<file path="config.mk">
export PLATFORM = sky130hd
export DESIGN_NAME = encoded_word_serializer_flat
export DESIGN_NICKNAME = d
export VERILOG_FILES = /design/src/rtl/encoded_word_serializer_if.sv /design/src/rtl/encoded_word_serializer.sv /design/src/flat_wrapper.sv
export SDC_FILE = /design/constraint.sdc
export NUM_CORES = 1
export LEC_CHECK = 0
export CAP_MARGIN = 40
export CELL_PAD_IN_SITES_DETAIL_PLACEMENT = 1
export CELL_PAD_IN_SITES_GLOBAL_PLACEMENT = 2
export CORE_UTILIZATION = 35
export DETAILED_ROUTE_END_ITERATION = 8
export DONT_BUFFER_PORTS = 1
export GPL_ROUTABILITY_DRIVEN = 0
export PLACE_DENSITY = 0.81
export REMOVE_ABC_BUFFERS = 1
export SYNTH_ARGS = -nofsm -noshare
export SYNTH_HDL_FRONTEND = slang
export SYNTH_SLANG_ARGS = --single-unit
export TNS_END_PERCENT = 5
</file>
<file path="constraint.sdc">
create_clock -name clk -period 3 [get_ports clk]
set_input_delay 0.45 -clock clk [delete_from_list [all_inputs] [get_ports clk]]
set_output_delay 0.45 -clock clk [all_outputs]
set_load 0.01 [all_outputs]
</file>
<file path="src/rtl/encoded_word_serializer_if.sv">
// Handshake bundle between a word source and the encoded word serializer.
// The master supplies load/word_in; the slave (the serializer) returns the bit stream.
interface encoded_word_serializer_if #(
  parameter int WIDTH = 4
);
  localparam int IW = $clog2(WIDTH);

  logic          load;
  logic [WIDTH-1:0] word_in;
  logic          busy;
  logic          bit_out;
  logic          bit_valid;
  logic [IW-1:0] bit_index;
  logic          done;

  modport master (
    output load, word_in,
    input  busy, bit_out, bit_valid, bit_index, done
  );

  modport slave (
    input  load, word_in,
    output busy, bit_out, bit_valid, bit_index, done
  );
endinterface

</file>
<file path="src/rtl/encoded_word_serializer.sv">
// Captures one encoded word and presents it MSB first, one bit per HOLD_CYCLES clocks,
// with GAP_CYCLES blank clocks between bits; done pulses once after the last bit.
module encoded_word_serializer #(
  parameter int WIDTH       = 4,
  parameter int HOLD_CYCLES = 4,
  parameter int GAP_CYCLES  = 1
) (
  input  logic                       clk,
  input  logic                       reset,
  encoded_word_serializer_if.slave   bus
);
  localparam int IW = $clog2(WIDTH);
  localparam int HW = (HOLD_CYCLES > 1) ? $clog2(HOLD_CYCLES) : 1;
  localparam int GW = (GAP_CYCLES > 1) ? $clog2(GAP_CYCLES) : 1;
  localparam logic [HW-1:0] HOLD_LAST = HW'(HOLD_CYCLES - 1);
  localparam logic [GW-1:0] GAP_LAST  = GW'((GAP_CYCLES > 0) ? GAP_CYCLES - 1 : 0);
  localparam logic [IW-1:0] TOP_INDEX = IW'(WIDTH - 1);

  typedef enum logic [1:0] {IDLE, SHOW, GAP, FINISH} state_t;

  state_t           r_state;
  logic [WIDTH-1:0] r_shreg;
  logic [HW-1:0]    r_hold_cnt;
  logic [GW-1:0]    r_gap_cnt;
  logic             r_busy;
  logic             r_bit_out;
  logic             r_bit_valid;
  logic [IW-1:0]    r_bit_index;
  logic             r_done;

  wire              w_last_hold = (r_hold_cnt == HOLD_LAST);
  wire              w_last_gap  = (r_gap_cnt == GAP_LAST);
  wire              w_last_bit  = (r_bit_index == '0);
  wire [WIDTH-1:0]  w_shifted   = {r_shreg[WIDTH-2:0], 1'b0};

  always_ff @(posedge clk or posedge reset) begin
    if (reset) begin
      r_state     <= IDLE;
      r_shreg     <= '0;
      r_hold_cnt  <= '0;
      r_gap_cnt   <= '0;
      r_busy      <= 1'b0;
      r_bit_out   <= 1'b0;
      r_bit_valid <= 1'b0;
      r_bit_index <= '0;
      r_done      <= 1'b0;
    end else begin
      case (r_state)
        IDLE: begin
          r_done <= 1'b0;
          if (bus.load) begin
            r_shreg     <= bus.word_in;
            r_bit_index <= TOP_INDEX;
            r_hold_cnt  <= '0;
            r_busy      <= 1'b1;
            r_bit_valid <= 1'b1;
            r_bit_out   <= bus.word_in[WIDTH-1];
            r_state     <= SHOW;
          end
        end
        SHOW: begin
          if (!w_last_hold) begin
            r_hold_cnt <= r_hold_cnt + HW'(1);
          end else if (w_last_bit) begin
            r_bit_valid <= 1'b0;
            r_bit_out   <= 1'b0;
            r_done      <= 1'b1;
            r_state     <= FINISH;
          end else if (GAP_CYCLES > 0) begin
            r_gap_cnt   <= '0;
            r_bit_valid <= 1'b0;
            r_bit_out   <= 1'b0;
            r_state     <= GAP;
          end else begin
            // No gap: next bit follows immediately with bit_valid kept high.
            r_shreg     <= w_shifted;
            r_bit_out   <= r_shreg[WIDTH-2];
            r_bit_index <= r_bit_index - IW'(1);
            r_hold_cnt  <= '0;
          end
        end
        GAP: begin
          if (w_last_gap) begin
            r_shreg     <= w_shifted;
            r_bit_out   <= r_shreg[WIDTH-2];
            r_bit_valid <= 1'b1;
            r_bit_index <= r_bit_index - IW'(1);
            r_hold_cnt  <= '0;
            r_state     <= SHOW;
          end else begin
            r_gap_cnt <= r_gap_cnt + GW'(1);
          end
        end
        FINISH: begin
          r_done      <= 1'b0;
          r_busy      <= 1'b0;
          r_bit_index <= '0;
          r_state     <= IDLE;
        end
        default: r_state <= IDLE;
      endcase
    end
  end

  assign bus.busy      = r_busy;
  assign bus.bit_out   = r_bit_out;
  assign bus.bit_valid = r_bit_valid;
  assign bus.bit_index = r_bit_index;
  assign bus.done      = r_done;
endmodule

</file>
<file path="src/flat_wrapper.sv">
// flat-port wrapper written by rule: the top's interface ports become plain ports
module encoded_word_serializer_flat 
#(
  parameter int WIDTH       = 4,
  parameter int HOLD_CYCLES = 4,
  parameter int GAP_CYCLES  = 1
)
  (clk, reset, bus_load, bus_word_in, bus_busy, bus_bit_out, bus_bit_valid, bus_bit_index, bus_done);
  encoded_word_serializer_if #(.WIDTH(WIDTH)) bus_i ();
  input  logic clk;
  input  logic reset;
  input wire logic [$bits(bus_i.load)-1:0] bus_load;
  input wire logic [$bits(bus_i.word_in)-1:0] bus_word_in;
  output wire logic [$bits(bus_i.busy)-1:0] bus_busy;
  output wire logic [$bits(bus_i.bit_out)-1:0] bus_bit_out;
  output wire logic [$bits(bus_i.bit_valid)-1:0] bus_bit_valid;
  output wire logic [$bits(bus_i.bit_index)-1:0] bus_bit_index;
  output wire logic [$bits(bus_i.done)-1:0] bus_done;
  assign bus_i.load = bus_load;
  assign bus_i.word_in = bus_word_in;
  assign bus_busy = bus_i.busy;
  assign bus_bit_out = bus_i.bit_out;
  assign bus_bit_valid = bus_i.bit_valid;
  assign bus_bit_index = bus_i.bit_index;
  assign bus_done = bus_i.done;
  encoded_word_serializer #(.WIDTH(WIDTH), .HOLD_CYCLES(HOLD_CYCLES), .GAP_CYCLES(GAP_CYCLES)) u_core (.clk(clk), .reset(reset), .bus(bus_i));
endmodule
</file>
# --- After elaboration in Yosys (flattened, before gate mapping) ---
# Index checks and enable logic that the tools add are counted.
word_totals:
  wordCells: 69
  latch_bits: 0
  reg_bits: 14
  input_bits: 7
  ram_bits: 0
  mem_bits_ro: 0
  n_memories: 0
  out_inout_bits: 6
classes:
  shift: 0
  reduce_logical: 16
  n_bitwise: 1
  n_addsub: 3
  n_lt_le_gt_ge: 0
  mul: 0
  n_mux: 30
  eq_ne: 10
  n_div: 0
ops:
  columns: ["cell", "count"]
  rows:
  - ["2-to-1 mux 2 bit", 8]
  - ["AND reduction 3 bit", 5]
  - ["case mux 2 bit (3 select lines)", 2]
  - ["2-to-1 mux 1 bit", 11]
  - ["!= test 2 bit (second input constant)", 4]
  - ["case mux 2 bit (4 select lines)", 1]
  - ["AND reduction 4 bit", 2]
  - ["nonzero test 2 bit", 4]
  - ["== test 2 bit (second input constant)", 3]
  - ["2-to-1 mux 3 bit", 2]
  - ["case mux 1 bit (2 select lines)", 3]
  - ["case mux 1 bit (3 select lines)", 2]
  - ["case mux 3 bit (2 select lines)", 1]
  - ["zero test 2 bit", 2]
  - ["!= test 2 x 1 -> 1 bit (second input constant)", 2]
  - ["nonzero test 3 bit", 1]
  - ["adder 2 x 1 -> 2 bit (second input constant)", 1]
  - ["== test 2 x 1 -> 1 bit (second input constant)", 1]
  - ["AND reduction 2 bit", 1]
  - ["OR reduction 2 bit", 1]
  - ["subtractor 2 x 1 -> 2 bit (second input constant)", 1]
  - ["adder 1 bit (second input constant)", 1]
  - ["inverter 1 bit", 1]

# --- Logic depth before layout (Yosys ltp) ---
depth:
  depth_word: 4
  depth_mapped: 6
  ltp_nobuf: 5

# --- Worst setup path before layout ---
# OpenSTA, ideal clock, no wires.
synth_timing:
  path_type: "register to register"
  from: "register u_core.r_state[0]"
  to: "register u_core.r_hold_cnt[0]"
  setup_time_ns: 0.125
  setup_slack_ns: 1.421
  t_required_ns: 2.875
  path_buffers: 0
  path_stages_with_launch: 6
  synth_period_minus_slack_ns: 1.579
  arrival_ns: 1.454
  path_cell_list: "dfrtp_1 > inv_1 > ha_1 > mux2_2 > nand2_2 > mux2_4"
synth_via:
  elab_chain_len: 3
  elab_cells_between_ends: 9
  classes_between: "eq/ne: 5; mux: 1; reduce/logical: 3"
synth_lines:
  columns: ["item", "line", "source"]
  rows:
  - ["from (decl)", "encoded_word_serializer.sv:21", "state_t r_state;"]
  - ["from (signal assigned)", "encoded_word_serializer.sv:38", "r_state <= IDLE;"]
  - ["from (signal assigned)", "encoded_word_serializer.sv:58", "r_state <= SHOW;"]
  - ["from (signal assigned)", "encoded_word_serializer.sv:68", "r_state <= FINISH;"]
  - ["== test 2 x 1 -> 1 bit, or another cell as far along", "encoded_word_serializer.sv:48", "case (r_state)"]
  - ["!= test 2 bit (no source line) or nonzero test 3 bit (tied branches)", null, null]
  - ["AND reduction 4 bit (no source line)", null, null]
  - ["to (signal assigned)", "encoded_word_serializer.sv:63", "r_hold_cnt <= r_hold_cnt + HW'(1);"]
  - ["to (decl)", "encoded_word_serializer.sv:23", "logic [HW-1:0] r_hold_cnt;"]
# Several ways; a longest one is shown, not always the timed one.
# A chain may end at the register's enable or synchronous reset.

# --- Worst setup path in the final report ---
# Same ends and word-level chain as after synthesis.

==> impl_summary.md <==
Flow run
The tool flagged a number of max-cap violations equal to 0.

Pwr
The static power due to leakage is 0.382 nW. Dividing total power by cell area gives a power density of 1180 nW/um2. The worst-case IR drop observed on VDD is about 0.4 mV.

Layout
The relative area change from synthesis to final layout is 5.60%. In the final layout, the multi-input gates occupy 403 um2. Of the cells placed in the final design, the portion with a size suffix greater than 1 is 0.141. At the end of the flow, the number of nets in the layout was 94. The layout filler cell count is 244. In the final layout, flip-flops and latches occupy 325 um2. The antenna cell count is 0. The area of all placed cells without fillers is 826 um2.

Routing
In this run the top signal layer used is met4. The via count normalized by instance count is about 5.2. After detailed routing, the met3 layer carries 47 um of wire.

The remaining antenna violation count after routing is 0. For this run, the detailed router's first-pass iteration total came to 4. Summed over all layers, the routed wires come to 1.57 mm.

Summed over all nets, wire length on met2 after detailed routing comes to just under 800 um. Summing over every cut layer, the via total after detailed routing is 545. The initial detailed-routing violation count is 1. After detailed routing, the average wire length per cell comes to 15.0 um. The detailed router put a total of approximately 710 um of wire on met1. The residual DRC count is 0.

Logic synthesis
The complex-gate fraction of the synthesized area is 0.142. The synthesized design contains 13 register bits. Of the total synthesized cell area, the portion taken by full adders, half adders and majority gates is 0.128. By area, the combinational part of the netlist is dominated by compound AO/OA/AOI/OAI gates. For this run, the register share of the synthesized area comes to 0.416. Of the total synthesized cell area, the portion taken by AND, OR, NAND and NOR gates is 0.133. Measured against the total synthesized area, the mux share comes to 0.112. The parity-gate share of the synthesized area counting xor and xnor cells is 0.

The area of the mapped netlist is 782 um2. Dividing the synthesized area by the synthesized cell count gives 10.3 um2. The number of standard cells after synthesis is 76. The number of distinct standard cells referenced by the synthesized netlist is 24.

During synthesis, Yosys emitted a total of 0 warnings.

Timing
Setup repair after global routing left no endpoint under its margin. In this run the tightest slew margin relative to its limit is 0.648. For the pin with the worst max-slew slack, the measured transition is 528 ps.

The fraction of the cycle the final worst path needs is 0.579. The number of hold-slack violations in the final timing report is 0. The worst setup skew after layout is between 0.9 and 1 ps.

Setup violations remaining at the end of the flow were counted as 0. The peak clock frequency supported by timing is 576 MHz. Summed over all failing endpoints, the final setup total negative slack is 0 ps. The max-slew violation count is 0. The clock period minus final worst setup slack is 1740 ps.

Global route
The aggregate global-route resource usage is 0.158. The number of global-route vias before repair is ~600. Global routing finished with a remaining overflow of 0. Entering global routing, the biggest net connects 14 pins. The initial antenna violation count is 0. The first-pass GRT wire length is ~2.8 mm.

Clock tree
The number of clock buffers added by TritonCTS is 3. After clock tree synthesis, the clock-pin slew on the worst setup and hold paths is 80 ps. The longest clock path from root to sink contains 2 buffers. The clock reaches the later pin of the worst-skew pair after between 200 and 300 ps. The CTS tree is built.

The quantity of gates resized following cts is 0. CTS placed an instance of clkbuf_4 at the clock tree root. The post-CTS setup-driven buffer insertion count is 0. For this design, the CTS-stage hold fixing added 0 buffers. The number of clock sinks seen by CTS is 13. In this run the number of H-tree levels came out at 1.

Floorplan
The die is 49.3 um wide. The initial core utilization is 0.387. In this run the standard cell core region covers 2020 um2. The number of placed I/O pins is 13. The die span in y is 49.3 um. The floorplan step defined a die boundary enclosing 2430 um2. The number of placement rows is 16.

Place
The placed wire-length estimate after detailed placement is 1.20 mm. During placement, the flow inserted port buffers numbering 0. In this run the cell area measured after placement is about 800 um2.

Setup path
The critical path endpoint category is a register. The category of the worst setup path launch point is a register. The worst path arrival time is 1910 ps.

Along the worst path, the maximum fanout reaches 7. At the worst endpoint, the required time is around 3200 ps. The setup path with the least slack is of type register to register.

Min path
In this run the worst hold path is classified as input pin to asynchronous set/reset pin.

Status
The run finished with clean final reports.
-- cell usage after synthesis --
master | count | area [um2]
nor2b_2 | 1 | 8.76
o31ai_1 | 3 | 22.5
nor2_2 | 1 | 6.26
buf_6 | 1 | 11.3
o2bb2ai_1 | 2 | 17.5
o22ai_1 | 4 | 25.0
a31oi_1 | 2 | 12.5
mux2_4 | 3 | 45.0
mux2i_1 | 2 | 20.0
dfrtp_1 | 13 | 325
mux2_2 | 2 | 22.5
nor3b_1 | 2 | 15.0
buf_2 | 1 | 5.00
o21ai_0 | 3 | 15.0
o41ai_1 | 1 | 8.76
nand2_1 | 4 | 15.0
nand2_2 | 1 | 6.26
ha_1 | 8 | 100
a21oi_1 | 2 | 10.0
inv_1 | 10 | 37.5
nand3b_1 | 1 | 7.51
and2b_1 | 1 | 7.51
nor2_1 | 5 | 18.8
nor2b_1 | 3 | 18.8
-- logic make-up (layout without fill, tap and decap cells) --
logic type / Yosys count / count (layout)
compound gates: 17 / 17
fa+ha+maj: 8 / 8
simple gates: 19 / 19
buf+inv: 12 / 14
mux: 7 / 7
flops: 13 / 13
-- flip-flops by register name, summed over array words and instances (netlist names) --
signal,count
u_core.r_hold_cnt,2
u_core.bus.done,1
u_core.r_state,2
u_core.r_shreg,3
u_core.bus.bit_valid,1
u_core.bus.bit_out,1
u_core.bus.busy,1
u_core.bus.bit_index,2
-- critical path, cell delays in order, from the launching register on --
cell and delay (ps):
dfrtp_1 410, inv_1 100, ha_1 400, mux2_2 320
nand2_2 100, mux2_4 300
-- routing by layer --
metal,up-vias,GRT usage
li1,266,-
met1,265,0.190
met2,8,0.260
met3,6,0.0312
met4,0,0.0882
met5,-,0
-- cell type report --
type	instances	area share
clock buffers	4	0.0318
flip-flops and latches	13	0.394
well taps	27	0.0409
inverters	10	0.0455
multi-input cells	51	0.488
-- power by group --
part	internal (mW)	switching [mW]
Combinational	0.244	0.284
Sequential	0.255	0.0734
Clock	0.0518	0.0627
-- stage by stage --
stage               power [mW]  utilization  setup slack, ps  std cells  hold WS [ps]
floorplan                0.745            -             1420         74           327
global placement         0.842        0.395             1310        101           405
detailed placement       0.867        0.395             1260        101           410
CTS                      0.984        0.408             1250        105           102
global route              1.07        0.408             1100        105           104
finish                   0.971        0.408             1260        105          79.8
-- layout by cell type, fill, tap and decap left out --
| master | count |
|---|---|
| o41ai_1 | 1 |
| nand3b_1 | 1 |
| mux2_4 | 3 |
| ha_1 | 8 |
| and2b_1 | 1 |
| mux2_2 | 2 |
| nor3b_1 | 2 |
| o31ai_1 | 3 |
| nor2_2 | 1 |
| o2bb2ai_1 | 2 |
| nand2_1 | 4 |
| nand2_2 | 1 |
| o22ai_1 | 4 |
| nor2b_1 | 3 |
| o21ai_0 | 3 |
| a31oi_1 | 2 |
| clkbuf_1 | 1 |
| dfrtp_1 | 13 |
| clkbuf_4 | 3 |
| a21oi_1 | 2 |
| mux2i_1 | 2 |
| nor2_1 | 5 |
| inv_1 | 10 |
| nor2b_2 | 1 |
-- final timing paths --
kind	cells after the start	slack, ps	startpoint	end
worst max-delay path	5	1260	u_core.r_state[0]$_DFFE_PP0P_	u_core.r_hold_cnt[0]$_DFFE_PP0P_
worst min register to register	2	540	u_core.r_shreg[0]$_DFFE_PP0P_	u_core.r_shreg[1]$_DFFE_PP0P_
worst max register to register	5	1260	u_core.r_state[0]$_DFFE_PP0P_	u_core.r_hold_cnt[0]$_DFFE_PP0P_
min in group clk	2	290	bus_word_in[0]	u_core.r_shreg[0]$_DFFE_PP0P_
max in group asynchronous	1	2570	reset	u_core.r_hold_cnt[0]$_DFFE_PP0P_
worst min-delay path	1	80	reset	u_core.bus.busy$_DFFE_PP0P_
(Power assumes the default switching activity.)
